==> src/rtl/register_bank_pkg.sv <==
// rtl/register_bank_pkg.sv - shared constants for the register bank
// Purpose: default geometry, the hard-wired zero register index and the
//          default stack-pointer register index/reset value.
// Ports:   none (package).
package register_bank_pkg;

  localparam int DEFAULT_DATA_WIDTH = 32;
  localparam int DEFAULT_ADDR_WIDTH = 5;
  localparam int ZERO_REG           = 0;
  localparam int DEFAULT_SP_INDEX   = 2;
  localparam int DEFAULT_SP_RESET   = 252;

endpackage

==> src/rtl/register_bank_if.sv <==
// rtl/register_bank_if.sv - read/write/reserve bus of the register bank
// Purpose: bundles the two read ports, the write port and the reserve port.
// Ports:   master drives indices, enables and write data;
//          slave returns read data, busy bits and the reserve-conflict pulse.
interface register_bank_if
  import register_bank_pkg::*;
#(
  parameter int DATA_WIDTH = DEFAULT_DATA_WIDTH,
  parameter int ADDR_WIDTH = DEFAULT_ADDR_WIDTH
) ();

  logic [ADDR_WIDTH-1:0] rs1;
  logic [ADDR_WIDTH-1:0] rs2;
  logic                  readEnable;
  logic [DATA_WIDTH-1:0] outRS1;
  logic [DATA_WIDTH-1:0] outRS2;
  logic                  busyRS1;
  logic                  busyRS2;
  logic [ADDR_WIDTH-1:0] rsWrite;
  logic [DATA_WIDTH-1:0] dataWrite;
  logic                  rWrite;
  logic                  reserve;
  logic [ADDR_WIDTH-1:0] rsReserve;
  logic                  reserveConflict;

  modport master (
    output rs1, rs2, readEnable, rsWrite, dataWrite, rWrite, reserve, rsReserve,
    input  outRS1, outRS2, busyRS1, busyRS2, reserveConflict
  );

  modport slave (
    input  rs1, rs2, readEnable, rsWrite, dataWrite, rWrite, reserve, rsReserve,
    output outRS1, outRS2, busyRS1, busyRS2, reserveConflict
  );

endinterface

==> src/rtl/reg_scoreboard.sv <==
// rtl/reg_scoreboard.sv - per-register busy (pending write) tracking
// Purpose: a write clears the busy bit of its target, a reserve sets it; when
//          both hit the same index in one cycle the reserve wins. Reserving a
//          register that is already busy (and not being written) raises a
//          one-cycle registered conflict pulse.
// Ports:   clock, reset          - clock, synchronous active-high reset
//          write_en, write_index - write strobe and target
//          reserve_en, reserve_index - reserve strobe and target
//          busy                  - current busy vector (bit 0 always 0)
//          conflict              - registered reserve-conflict pulse
module reg_scoreboard
  import register_bank_pkg::*;
#(
  parameter  int ADDR_WIDTH = DEFAULT_ADDR_WIDTH,
  localparam int NUM_REGS   = 2 ** ADDR_WIDTH
) (
  input  logic                  clock,
  input  logic                  reset,
  input  logic                  write_en,
  input  logic [ADDR_WIDTH-1:0] write_index,
  input  logic                  reserve_en,
  input  logic [ADDR_WIDTH-1:0] reserve_index,
  output logic [NUM_REGS-1:0]   busy,
  output logic                  conflict
);

  logic write_hit;
  logic reserve_hit;

  // Index 0 is hard-wired, so strobes aimed at it are dropped here.
  assign write_hit   = write_en   && (write_index   != ADDR_WIDTH'(ZERO_REG));
  assign reserve_hit = reserve_en && (reserve_index != ADDR_WIDTH'(ZERO_REG));

  always_ff @(posedge clock) begin
    if (reset) begin
      busy     <= '0;
      conflict <= 1'b0;
    end else begin
      // A register being written this cycle is being released, so
      // re-reserving it is a hand-over rather than a conflict.
      conflict <= reserve_hit && busy[reserve_index] &&
                  !(write_hit && (write_index == reserve_index));
      if (write_hit) begin
        busy[write_index] <= 1'b0;
      end
      // Applied after the clear so a same-index reserve ends set.
      if (reserve_hit) begin
        busy[reserve_index] <= 1'b1;
      end
    end
  end

endmodule

==> src/rtl/register_bank.sv <==
// rtl/register_bank.sv - register file with two read ports and busy tracking
// Purpose: NUM_REGS registers (register 0 reads as zero), one write port with
//          write-through bypass to the read ports, registered read data and
//          busy bits, and a reserve port feeding the busy scoreboard.
// Ports:   clock - sole clock, rising edge
//          reset - synchronous active-high reset
//          bus   - register_bank_if slave: rs1/rs2/readEnable read request,
//                  outRS1/outRS2/busyRS1/busyRS2 registered read response,
//                  rsWrite/dataWrite/rWrite write, reserve/rsReserve reserve,
//                  reserveConflict registered conflict pulse
module register_bank
  import register_bank_pkg::*;
#(
  parameter  int DATA_WIDTH = DEFAULT_DATA_WIDTH,
  parameter  int ADDR_WIDTH = DEFAULT_ADDR_WIDTH,
  parameter  int SP_INDEX   = DEFAULT_SP_INDEX,
  parameter  int SP_RESET   = DEFAULT_SP_RESET,
  localparam int NUM_REGS   = 2 ** ADDR_WIDTH
) (
  input logic            clock,
  input logic            reset,
  register_bank_if.slave bus
);

  localparam logic [DATA_WIDTH-1:0] SP_VALUE = DATA_WIDTH'(SP_RESET);

  logic [DATA_WIDTH-1:0] regs [NUM_REGS];
  logic [NUM_REGS-1:0]   busy;
  logic                  write_hit;
  logic [DATA_WIDTH:0]   port1;
  logic [DATA_WIDTH:0]   port2;

  assign write_hit = bus.rWrite && (bus.rsWrite != ADDR_WIDTH'(ZERO_REG));

  reg_scoreboard #(
    .ADDR_WIDTH (ADDR_WIDTH)
  ) u_scoreboard (
    .clock         (clock),
    .reset         (reset),
    .write_en      (bus.rWrite),
    .write_index   (bus.rsWrite),
    .reserve_en    (bus.reserve),
    .reserve_index (bus.rsReserve),
    .busy          (busy),
    .conflict      (bus.reserveConflict)
  );

  // Returns {busy, data} as seen by a read port this cycle. A same-cycle
  // write is forwarded (and reported not busy); a same-cycle reserve is not,
  // so the port sees the pre-edge busy bit.
  function automatic logic [DATA_WIDTH:0] read_port(input logic [ADDR_WIDTH-1:0] idx);
    if (write_hit && (idx == bus.rsWrite)) begin
      return {1'b0, bus.dataWrite};
    end else if (idx == ADDR_WIDTH'(ZERO_REG)) begin
      return '0;
    end else begin
      return {busy[idx], regs[idx]};
    end
  endfunction

  always_comb begin
    port1 = read_port(bus.rs1);
    port2 = read_port(bus.rs2);
  end

  always_ff @(posedge clock) begin
    if (reset) begin
      for (int i = 0; i < NUM_REGS; i++) begin
        regs[i] <= ((i == SP_INDEX) && (SP_INDEX != ZERO_REG)) ? SP_VALUE : '0;
      end
    end else if (write_hit) begin
      regs[bus.rsWrite] <= bus.dataWrite;
    end
  end

  always_ff @(posedge clock) begin
    if (reset) begin
      bus.outRS1  <= '0;
      bus.outRS2  <= '0;
      bus.busyRS1 <= 1'b0;
      bus.busyRS2 <= 1'b0;
    end else if (bus.readEnable) begin
      bus.outRS1  <= port1[DATA_WIDTH-1:0];
      bus.outRS2  <= port2[DATA_WIDTH-1:0];
      bus.busyRS1 <= port1[DATA_WIDTH];
      bus.busyRS2 <= port2[DATA_WIDTH];
    end
  end

endmodule

==> src/flat_wrapper.sv <==
// flat-port wrapper written by rule: the top's interface ports become plain ports
module register_bank_flat import register_bank_pkg::*;
#(
  parameter  int DATA_WIDTH = DEFAULT_DATA_WIDTH,
  parameter  int ADDR_WIDTH = DEFAULT_ADDR_WIDTH,
  parameter  int SP_INDEX   = DEFAULT_SP_INDEX,
  parameter  int SP_RESET   = DEFAULT_SP_RESET,
  localparam int NUM_REGS   = 2 ** ADDR_WIDTH
)
  (clock, reset, bus_rs1, bus_rs2, bus_readEnable, bus_rsWrite, bus_dataWrite, bus_rWrite, bus_reserve, bus_rsReserve, bus_outRS1, bus_outRS2, bus_busyRS1, bus_busyRS2, bus_reserveConflict);
  register_bank_if #(.DATA_WIDTH(DATA_WIDTH), .ADDR_WIDTH(ADDR_WIDTH)) bus_i ();
  input logic clock;
  input logic reset;
  input wire logic [$bits(bus_i.rs1)-1:0] bus_rs1;
  input wire logic [$bits(bus_i.rs2)-1:0] bus_rs2;
  input wire logic [$bits(bus_i.readEnable)-1:0] bus_readEnable;
  input wire logic [$bits(bus_i.rsWrite)-1:0] bus_rsWrite;
  input wire logic [$bits(bus_i.dataWrite)-1:0] bus_dataWrite;
  input wire logic [$bits(bus_i.rWrite)-1:0] bus_rWrite;
  input wire logic [$bits(bus_i.reserve)-1:0] bus_reserve;
  input wire logic [$bits(bus_i.rsReserve)-1:0] bus_rsReserve;
  output wire logic [$bits(bus_i.outRS1)-1:0] bus_outRS1;
  output wire logic [$bits(bus_i.outRS2)-1:0] bus_outRS2;
  output wire logic [$bits(bus_i.busyRS1)-1:0] bus_busyRS1;
  output wire logic [$bits(bus_i.busyRS2)-1:0] bus_busyRS2;
  output wire logic [$bits(bus_i.reserveConflict)-1:0] bus_reserveConflict;
  assign bus_i.rs1 = bus_rs1;
  assign bus_i.rs2 = bus_rs2;
  assign bus_i.readEnable = bus_readEnable;
  assign bus_i.rsWrite = bus_rsWrite;
  assign bus_i.dataWrite = bus_dataWrite;
  assign bus_i.rWrite = bus_rWrite;
  assign bus_i.reserve = bus_reserve;
  assign bus_i.rsReserve = bus_rsReserve;
  assign bus_outRS1 = bus_i.outRS1;
  assign bus_outRS2 = bus_i.outRS2;
  assign bus_busyRS1 = bus_i.busyRS1;
  assign bus_busyRS2 = bus_i.busyRS2;
  assign bus_reserveConflict = bus_i.reserveConflict;
  register_bank #(.DATA_WIDTH(DATA_WIDTH), .ADDR_WIDTH(ADDR_WIDTH), .SP_INDEX(SP_INDEX), .SP_RESET(SP_RESET)) u_core (.clock(clock), .reset(reset), .bus(bus_i));
endmodule
==> config.mk <==
export PLATFORM = sky130hd
export DESIGN_NAME = register_bank_flat
export DESIGN_NICKNAME = d
export VERILOG_FILES = /design/src/rtl/register_bank_pkg.sv /design/src/rtl/register_bank_if.sv /design/src/rtl/reg_scoreboard.sv /design/src/rtl/register_bank.sv /design/src/flat_wrapper.sv
export SDC_FILE = /design/constraint.sdc
export NUM_CORES = 2
export LEC_CHECK = 0
export CAP_MARGIN = 20
export CORE_MARGIN = 4
export CORE_UTILIZATION = 45
export CTS_BUF_LIST = sky130_fd_sc_hd__clkbuf_2 sky130_fd_sc_hd__clkbuf_4 sky130_fd_sc_hd__clkbuf_8
export DETAILED_ROUTE_END_ITERATION = 6
export PLACE_DENSITY_LB_ADDON = 0.1
export SYNTH_ARGS = -nofsm -noshare
export SYNTH_HDL_FRONTEND = slang
export SYNTH_SLANG_ARGS = --single-unit
==> constraint.sdc <==
create_clock -name clock -period 4.9 [get_ports clock]
set_input_delay 0.735 -clock clock [delete_from_list [all_inputs] [get_ports clock]]
set_output_delay 0.735 -clock clock [all_outputs]
set_load 0.005 [all_outputs]
==> results.json <==
{
  "status": "finished clean",
  "grt_start_max_net_pins": 89,
  "syn_area_sq_mm": 0.05866,
  "antenna_found_initial": 24,
  "numCtsBuffers": 195,
  "grt_setup_unrepaired": "no",
  "min_period_over_period_pct": 58.05,
  "postRouteWirelength_mm": 226.1,
  "grt_pass1_vias": 39110,
  "crit_type": "flip-flop to primary output",
  "path_cells": "clkdlybuf4s50_1",
  "synth_enable_flop_cells": 1024,
  "cts.path.max_buffers": 3,
  "fin_worst_skew_ns": 0.04329,
  "worst-path-buf-inv": 1,
  "first_iter_violations": 5723,
  "fmax_ghz": 0.3515,
  "worstSetupStartpointType": "flip-flop",
  "h-tree-depth": 4,
  "die_w_um": 369.0,
  "post-dp-hpwl_mm": 133.6,
  "synth-seq-cells": 1123,
  "stdcell_count": 5953,
  "cts_tree": "done",
  "viasPerCell": 6.552,
  "drc_errors": 0,
  "drt-met1-wl_mm": 87.48,
  "cp.arrival_ns": 2.11,
  "port_buffers": 123,
  "final_cell_mix": "edfxtp_1 (1024), and2_1 (992), mux4_2 (522), clkbuf_8 (213), a22oi_1 (133)",
  "track_usage_pct": 33.09,
  "drive_gt1_share_pct": 28.57,
  "post_dp_cell_area_sq_mm": 0.06276,
  "slew_viol_final": 0,
  "leakage_nw": 23.13,
  "gp_congestion": 0.8522,
  "hold_path_class": "input port to flip-flop",
  "root_buffer": "clkbuf_8",
  "yosysSeqAreaShare_pct": 55.80,
  "fin_area_sq_mm": 0.06699,
  "clock_sinks": 1123,
  "p_per_area_mw_per_mm2": 345.2,
  "nets": 4081,
  "slew_headroom_pct": 21.90,
  "finalHoldViolations": 0,
  "cp_data_required_time_ns": 4.16,
  "path_max_fanout": 2,
  "cpPeakStageDelay_ns": 0.60,
  "crit_path_end_kind": "primary output",
  "syn_inst": 3915,
  "post_cts_buffers": 0,
  "clk_latency_ns": 0.93,
  "async_reset_ff_share_pct": 0,
  "synth.avg_cell_area_sq_um": 14.98,
  "synth_ff_type": "edfxtp_1",
  "synthToLayoutAreaGrowth_pct": 14.20,
  "yosysWarnings": 0,
  "period_needed_ns": 2.845,
  "final_common_cell": "edfxtp_1",
  "ys_types": 58,
  "setup_viol": 0,
  "rows": 132,
  "wire_per_inst_um": 37.99,
  "wl_met2_mm": 104.9,
  "postCtsHoldBufs": 0,
  "grt_first_pass_wirelength_mm": 312.8,
  "peakVddDrop_v": 0.0002581,
  "cts-resized-gates": 0,
  "top_layer_used": "met5",
  "hold_ws_ns": 0.3831,
  "drt-pass1-iter-count": 6,
  "met3WireLength_mm": 21.89,
  "fp.coreArea_sq_mm": 0.1295,
  "place_inst": 5562,
  "dieArea_sq_mm": 0.1362,
  "max-cap-violations": 0,
  "num_vias": 39010,
  "pin_count": 124,
  "ant_nets": 0,
  "crit_slowest_cell": "dfxtp_1",
  "setup_tns_ns": 0,
  "grt-ovfl-total": 0,
  "tightest_slew_ns": 1.168,
  "crit_family": "flip-flops",
  "clkTransAtPathRegs_ns": 0.06,
  "die_height_um": 369.0,
  "start_util_pct": 45.30
}
-- per-layer routing --
metal | global-route usage (%) | vias up
met2 | 50.92 | 2656
met4 | 17.09 | 2
met1 | 44.66 | 20390
met5 | 0 | -
li1 | - | 15390
met3 | 6.885 | 561
-- path summary, 6_finish.rpt --
kind | cells after the start | endpoint | start | slack, ns
worst max-delay path | 1 | bus_outRS2[25] | u_core.bus.outRS2[25] | 2.06
worst min-delay path | 3 | u_core.bus.busyRS1 | bus_rs1[4] | 0.38
worst max register to register | 5 | u_core.bus.outRS1[15] | u_core.regs[3][15] | 2.46
worst min register to register | 1 | u_core.bus.outRS1[20] | u_core.bus.outRS1[20] | 0.50
-- cell type report --
cell class / instances / area [sq um]
flip-flops and latches: 1123 / 32730
inverters: 65 / 245.2
clock buffers: 313 / 3682
diodes: 18 / 45.04
fillers: 10840 / 62490
repair buffers: 301 / 3334
multi-input cells: 2338 / 24450
well taps: 1742 / 2180
clock inverters: 53 / 325.3
-- Yosys cell counts, types with 63 or more instances --
cell      number  area share [%]
a22oi_1      133             1.7
clkbuf_1     313             2.0
edfxtp_1    1024              52
mux2i_1       98             1.7
buf_2         64            0.55
and2_1       993              11
a21o_1        63            0.81
a221oi_1      67             1.0
dfxtp_1       99             3.4
nand2_1       73            0.47
mux4_2       522              20
inv_1         64            0.41
-- flip-flops by register name (all words and copies together) (netlist names) --
| name | flops |
|---|---|
| u_core.u_scoreboard.busy | 32 |
| u_core.u_scoreboard.conflict | 1 |
| u_core.bus.busyRS2 | 1 |
| u_core.regs | 1024 |
| u_core.bus.outRS2 | 32 |
| u_core.bus.outRS1 | 32 |
| u_core.bus.busyRS1 | 1 |
-- per-stage QoR --
| step | power, W | util, % | worst slack, ns |
|---|---|---|---|
| 2_1_floorplan | 0.01301 | - | 2.125 |
| 3_3_place_gp | 0.01428 | 48.39 | 1.268 |
| 3_5_place_dp | 0.01430 | 48.47 | 1.225 |
| 4_1_cts | 0.02314 | 51.56 | 1.944 |
| 5_1_grt | 0.02375 | 51.70 | 1.941 |
| 6_report | 0.02312 | 51.74 | 2.055 |
-- power breakdown --
| group | switching, W | internal (W) |
|---|---|---|
| Clock | 0.00408 | 0.00486 |
| Sequential | 0.000330 | 0.0110 |
| Combinational | 0.00163 | 0.00122 |
| Total | 0.00604 | 0.0171 |
-- logic make-up (layout without fill, tap and decap cells) --
group / count (synthesis) / in the layout / synth area share (%)
other: 1 / 50 / 0.006393
buffers and inverters: 485 / 732 / 3.381
XOR/XNOR: 15 / 15 / 0.2240
AO/OA/AOI/OAI: 446 / 446 / 6.039
AND/OR/NAND/NOR: 1193 / 1193 / 12.22
multiplexers: 652 / 652 / 22.33
flip-flops: 1123 / 1123 / 55.80
No activity file was read; power rests on OpenSTA's default activity.
